### src/rtl/sb_umi_pkg.sv
// rtl/sb_umi_pkg.sv - shared UMI widths and packed packet layout
//
// Purpose: default UMI field widths and the packed packet typedef used by
//          the elastic FIFO and anything that stores whole UMI packets.
// Ports:   none (package).
package sb_umi_pkg;

   localparam int UMI_DW = 256;
   localparam int UMI_AW = 64;
   localparam int UMI_CW = 32;

   // First field is the MSB end: cmd sits in the LSBs, data in the MSBs.
   typedef struct packed {
      logic [UMI_DW-1:0] data;
      logic [UMI_AW-1:0] srcaddr;
      logic [UMI_AW-1:0] dstaddr;
      logic [UMI_CW-1:0] cmd;
   } umi_packet_t;

   function automatic int umi_pkt_width(input int dw, input int aw, input int cw);
      return cw + 2 * aw + dw;
   endfunction

endpackage

### src/rtl/umi_elastic_fifo_mem.sv
// rtl/umi_elastic_fifo_mem.sv - DEPTH x packet register array, 1 write / 1 async read
//
// Purpose: packet storage for umi_elastic_fifo. Contents are deliberately
//          not reset; validity is tracked by the FIFO pointers.
// Ports:   clk            - write clock
//          we/waddr/wdata - synchronous write port
//          raddr/rdata    - asynchronous (combinational) read port
module umi_elastic_fifo_mem #(
   parameter int PW    = 416,
   parameter int DEPTH = 4,
   parameter int ADDRW = $clog2(DEPTH)
) (
   input  logic             clk,
   input  logic             we,
   input  logic [ADDRW-1:0] waddr,
   input  logic [PW-1:0]    wdata,
   input  logic [ADDRW-1:0] raddr,
   output logic [PW-1:0]    rdata
);

   logic [PW-1:0] mem_q [DEPTH];

   always_ff @(posedge clk) begin
      if (we) begin
         mem_q[waddr] <= wdata;
      end
   end

   assign rdata = mem_q[raddr];

endmodule

### src/rtl/umi_elastic_fifo.sv
// rtl/umi_elastic_fifo.sv - UMI packet elastic FIFO with optional empty bypass
//
// Purpose: DEPTH-entry FIFO for UMI packets (cmd/dstaddr/srcaddr/data).
//          Optional macro UMI_ELASTIC_FIFO_BYPASS_EN: when the FIFO is empty
//          the input packet is presented combinationally at the output and
//          is not stored if it is consumed in the same cycle.
// Ports:   clk, nreset             - clock, async active-low reset
//          umi_in_*                - upstream packet, valid/ready handshake
//          umi_out_*               - head packet, valid/ready handshake
//          level, full, empty      - occupancy status
module umi_elastic_fifo
   import sb_umi_pkg::*;
#(
   parameter int DW    = UMI_DW,
   parameter int AW    = UMI_AW,
   parameter int CW    = UMI_CW,
   parameter int DEPTH = 4
) (
   input  logic                     clk,
   input  logic                     nreset,
   input  logic                     umi_in_valid,
   input  logic [CW-1:0]            umi_in_cmd,
   input  logic [AW-1:0]            umi_in_dstaddr,
   input  logic [AW-1:0]            umi_in_srcaddr,
   input  logic [DW-1:0]            umi_in_data,
   output logic                     umi_in_ready,
   output logic                     umi_out_valid,
   output logic [CW-1:0]            umi_out_cmd,
   output logic [AW-1:0]            umi_out_dstaddr,
   output logic [AW-1:0]            umi_out_srcaddr,
   output logic [DW-1:0]            umi_out_data,
   input  logic                     umi_out_ready,
   output logic [$clog2(DEPTH):0]   level,
   output logic                     full,
   output logic                     empty
);

   localparam int PW    = umi_pkt_width(DW, AW, CW);
   localparam int ADDRW = $clog2(DEPTH);
   localparam int PTRW  = ADDRW + 1;
   localparam logic [PTRW-1:0] PTR_ONE = 1;
   localparam logic [PTRW-1:0] PTR_MSB = {1'b1, {ADDRW{1'b0}}};

   logic [PTRW-1:0] wr_ptr_q, wr_ptr_d;
   logic [PTRW-1:0] rd_ptr_q, rd_ptr_d;
   logic [PW-1:0]   in_pkt, rd_data, out_pkt;
   logic            bypass, push, pop;

   assign in_pkt = {umi_in_data, umi_in_srcaddr, umi_in_dstaddr, umi_in_cmd};

   // Flags come from registered pointers only, so in_ready never depends
   // on out_ready.
   assign empty        = (wr_ptr_q == rd_ptr_q);
   assign full         = ((wr_ptr_q ^ rd_ptr_q) == PTR_MSB);
   assign level        = wr_ptr_q - rd_ptr_q;
   assign umi_in_ready = !full;

`ifdef UMI_ELASTIC_FIFO_BYPASS_EN
   // nreset gate keeps out_valid low while reset is held.
   assign bypass = empty & umi_in_valid & nreset;
`else
   assign bypass = 1'b0;
`endif

   // A bypassed packet consumed this cycle must not also be stored.
   assign push = umi_in_valid & umi_in_ready & ~(bypass & umi_out_ready);
   assign pop  = !empty & umi_out_ready;

   always_comb begin
      wr_ptr_d = wr_ptr_q;
      rd_ptr_d = rd_ptr_q;
      if (push) wr_ptr_d = wr_ptr_q + PTR_ONE;
      if (pop)  rd_ptr_d = rd_ptr_q + PTR_ONE;
   end

   always_ff @(posedge clk or negedge nreset) begin
      if (!nreset) begin
         wr_ptr_q <= '0;
         rd_ptr_q <= '0;
      end else begin
         wr_ptr_q <= wr_ptr_d;
         rd_ptr_q <= rd_ptr_d;
      end
   end

   umi_elastic_fifo_mem #(
      .PW    (PW),
      .DEPTH (DEPTH),
      .ADDRW (ADDRW)
   ) u_mem (
      .clk   (clk),
      .we    (push),
      .waddr (wr_ptr_q[ADDRW-1:0]),
      .wdata (in_pkt),
      .raddr (rd_ptr_q[ADDRW-1:0]),
      .rdata (rd_data)
   );

   // Payload is forced to zero whenever out_valid is low.
   always_comb begin
      out_pkt = '0;
      if (!empty)      out_pkt = rd_data;
      else if (bypass) out_pkt = in_pkt;
   end

   assign umi_out_valid   = !empty | bypass;
   assign umi_out_cmd     = out_pkt[CW-1:0];
   assign umi_out_dstaddr = out_pkt[CW+AW-1:CW];
   assign umi_out_srcaddr = out_pkt[CW+2*AW-1:CW+AW];
   assign umi_out_data    = out_pkt[PW-1:CW+2*AW];

endmodule

### config.mk
export PLATFORM = sky130hd
export DESIGN_NAME = umi_elastic_fifo
export DESIGN_NICKNAME = d
export VERILOG_FILES = /design/src/rtl/sb_umi_pkg.sv /design/src/rtl/umi_elastic_fifo_mem.sv /design/src/rtl/umi_elastic_fifo.sv
export SDC_FILE = /design/constraint.sdc
export NUM_CORES = 2
export LEC_CHECK = 0
export CAP_MARGIN = 0
export CORE_MARGIN = 2
export CORE_UTILIZATION = 55
export CTS_CLUSTER_DIAMETER = 30
export CTS_CLUSTER_SIZE = 30
export DETAILED_ROUTE_END_ITERATION = 8
export PLACE_DENSITY = 0.89
export SLEW_MARGIN = 20
export SYNTH_ARGS = -nofsm -noshare
export SYNTH_HDL_FRONTEND = slang
export SYNTH_SLANG_ARGS = --single-unit
### constraint.sdc
create_clock -name clk -period 14.7 [get_ports clk]
set_input_delay 1.47 -clock clk [delete_from_list [all_inputs] [get_ports clk]]
set_output_delay 1.47 -clock clk [all_outputs]
set_load 0.005 [all_outputs]
==> results.py <==
metrics = {
    "floorplanning": {
        "core_sq_um": 114000,
        "die_y_microns": 343,
        "num_rows": 124,
        "io_pins": 843,
        "die_w_microns": 343,
        "start_util_pct": 55.4,
        "design.die.area_sq_um": 118000,
    },
    "pwr": {
        "p_int_w": 0.0146,
        "p_leak_nw": 27.2,
        "p_comb_share_pct": 35.4,
        "netSwitchingFraction_pct": 30.0,
        "p_switching_w": 0.00625,
        "clkPwrFrac_pct": 31.7,
        "powerDensity_nw_per_um2": 252,
        "p_seq_share_pct": 32.9,
        "ir_drop_v": 0.000195,
    },
    "setup_path": {
        "startpoint_type": "flip-flop",
        "slowest_stage": "buf_4",
        "crit_chain": "buf_4 > buf_4 > buf_4 > buf_4 > mux4_2 > and2_1 > clkdlybuf4s50_1",
        "criticalPathCategory": "reg -> out",
        "cpPeakStageDelay_ns": 0.82,
        "cp.arrival_ns": 6.42,
        "critPathCaptureType": "output pin",
        "cpMostUsedCell": "buf_4",
        "crit_fanout": 45,
        "crit_required_ns": 13.23,
    },
    "outcome": {
        "status": "complete, no violations",
    },
    "clocking": {
        "cts-buffers-inserted": 292,
        "cts_hold_buf": 0,
        "post_cts_buffers": 0,
        "h-tree-depth": 5,
        "clk_latency_ns": 0.86,
        "cts_tree": "done",
        "clock_sinks": 1670,
        "cts-root-buf": "clkbuf_16",
        "clock_path_buffers": 4,
        "cts.repair.resized": 0,
        "path_clk_slew_ns": 0.06,
    },
    "sta": {
        "rsz0062_at_grt": "no",
        "slew_headroom_pct": 27.8,
        "hold_viol_final": 0,
        "fin_crit_ns": 7.89,
        "worst_pin_slew_ns": 1.08,
        "skew_ns": 0.0513,
        "period_share_pct": 53.7,
        "final_max_slew_viol_count": 0,
        "max_freq_mhz": 127,
        "setup_viol": 0,
        "finalSetupTns_ns": 0,
    },
    "min_path": {
        "min_path_type": "reg -> reg",
    },
    "grt": {
        "grt_max_degree": 153,
        "grt_pass1_vias": 36000,
        "grt-ovfl-total": 0,
        "grt_usage_pct": 29.5,
        "antenna_found_initial": 64,
        "grt_first_pass_wirelength_mm": 249,
    },
    "yosys": {
        "synth_area_sq_um": 63100,
        "synth_nets": 3109,
        "ys_seq_elements": 1670,
        "syn-instance-count": 2681,
        "ys_types": 20,
        "ys_seq_area_share_pct": 79.4,
        "synth.avg_cell_area_sq_um": 23.6,
        "yosys_warnings": 0,
    },
    "placement": {
        "gp_congestion": 0.795,
        "placed_area_sq_um": 73100,
        "io_buffers": 842,
        "dp.final_hpwl_mm": 90.0,
    },
    "route": {
        "route.detailed.drc": 0,
        "firstDrtPassIters": 7,
        "postRouteAntennaNets": 0,
        "avgRoutedWirePerCell_microns": 32.0,
        "avgViaCountPerCell": 6.10,
        "via_count": 33500,
        "wirelength_mm": 176,
        "drtIter0Drc": 3159,
    },
    "cells_and_area": {
        "layout_commonest_cell": "edfxtp_1",
        "fillers": 5725,
        "multiInputGateArea_sq_um": 12300,
        "drive_gt1_share_pct": 23.0,
        "fin_area_sq_um": 82700,
        "fin_nets": 4143,
        "area_growth_pct": 31.0,
        "final_cell_mix": "1,664 x edfxtp_1, 842 x clkdlybuf4s50_1, 416 x mux4_2, 416 x and2_1, 297 x clkbuf_16",
        "regArea_sq_um": 50100,
    },
    "run": {
        "maxCapViolations": 0,
    },
}
power groups by stage:
stage / sequential (W) / combinational (W) / clock [W]
floorplan: 0.00718 / 0.00346 / 0
global placement: 0.00672 / 0.00695 / 0
detailed placement: 0.00683 / 0.00706 / 0
CTS: 0.00683 / 0.00738 / 0.00666
global route: 0.00690 / 0.00768 / 0.00684
finish: 0.00685 / 0.00737 / 0.00661
flip-flops by register name (all words and copies together) (netlist names):
name         count
rd_ptr_q         3
u_mem.mem_q   1664
wr_ptr_q         3
metrics by stage:
stage / hold slack [ns] / utilization (%) / setup slack (ns) / power, W / std cells
floorplan: 0.498 / - / 2.81 / 0.0106 / 2681
finish: 0.583 / 72.6 / 6.81 / 0.0208 / 5498
CTS: 0.570 / 72.4 / 6.52 / 0.0209 / 5439
detailed placement: 0.536 / 64.1 / 7.59 / 0.0139 / 4933
global placement: 0.530 / 64.1 / 7.61 / 0.0137 / 4933
global route: 0.594 / 72.5 / 6.18 / 0.0214 / 5489
logic make-up (layout without fill, tap and decap cells):
logic type,after synthesis,count (layout),share of synthesized area (%)
other,0,59,0
AO/OA/AOI/OAI,4,4,0.0317
XOR/XNOR,5,5,0.0694
flip-flops,1670,1670,79.4
multiplexers,420,420,14.9
AND/OR/NAND/NOR,427,427,4.21
buffers and inverters,147,1393,1.24
adder cells (fa/ha/maj),8,8,0.170
critical path: cells and delay by family, from the launching register on:
kind	cells	cell delay, ns
mux	1	0.63
simple gates	1	0.21
flops	1	0.81
buf+inv	5	3.70
Yosys cell counts:
master,count,share of area [%]
and2_1,416,4.1
and3_1,4,0.040
buf_1,15,0.089
buf_2,35,0.28
buf_4,18,0.21
buf_6,16,0.29
clkbuf_1,55,0.33
dfrtp_1,6,0.24
edfxtp_1,1664,79
fa_1,1,0.032
ha_1,7,0.14
inv_1,8,0.048
mux2_2,3,0.053
mux2i_1,1,0.016
mux4_2,416,15
nand2_1,5,0.030
nand3_1,2,0.016
o21ai_0,4,0.032
xnor2_1,4,0.055
xor2_1,1,0.014
final timing paths:
kind                             startpoint                   to  slack [ns]  depth (start not counted)
min in group asynchronous            nreset          wr_ptr_q[2]        0.89                          1
worst max-delay path            rd_ptr_q[0]    umi_out_data[210]        6.81                          7
worst max register to register  rd_ptr_q[1]  u_mem.mem_q[2][341]        9.13                          7
worst min register to register  wr_ptr_q[0]          wr_ptr_q[0]        0.58                          1
worst min-delay path            wr_ptr_q[0]          wr_ptr_q[0]        0.58                          1
max in group asynchronous            nreset          rd_ptr_q[0]       13.49                          1
per-layer routing:
layer  global-route usage [%]  up-vias  wire length [microns]
met4                     18.8       26                  11300
li1                         -    13300                      -
met5                        0        -                    167
met2                     50.1     2157                  92200
met1                     32.6    17400                  56600
met3                     8.59      578                  15600
final cells by class:
class	count	share of cell area, %
Antenna cell	59	0.178
Clock buffer	325	9.12
Clock inverter	181	2.33
Inverter	8	0.0363
Multi-Input combinational cell	864	14.8
Sequential cell	1670	60.6
Tap cell	1512	2.29
Timing Repair Buffer	879	10.6
No activity file was read; power rests on OpenSTA's default activity.
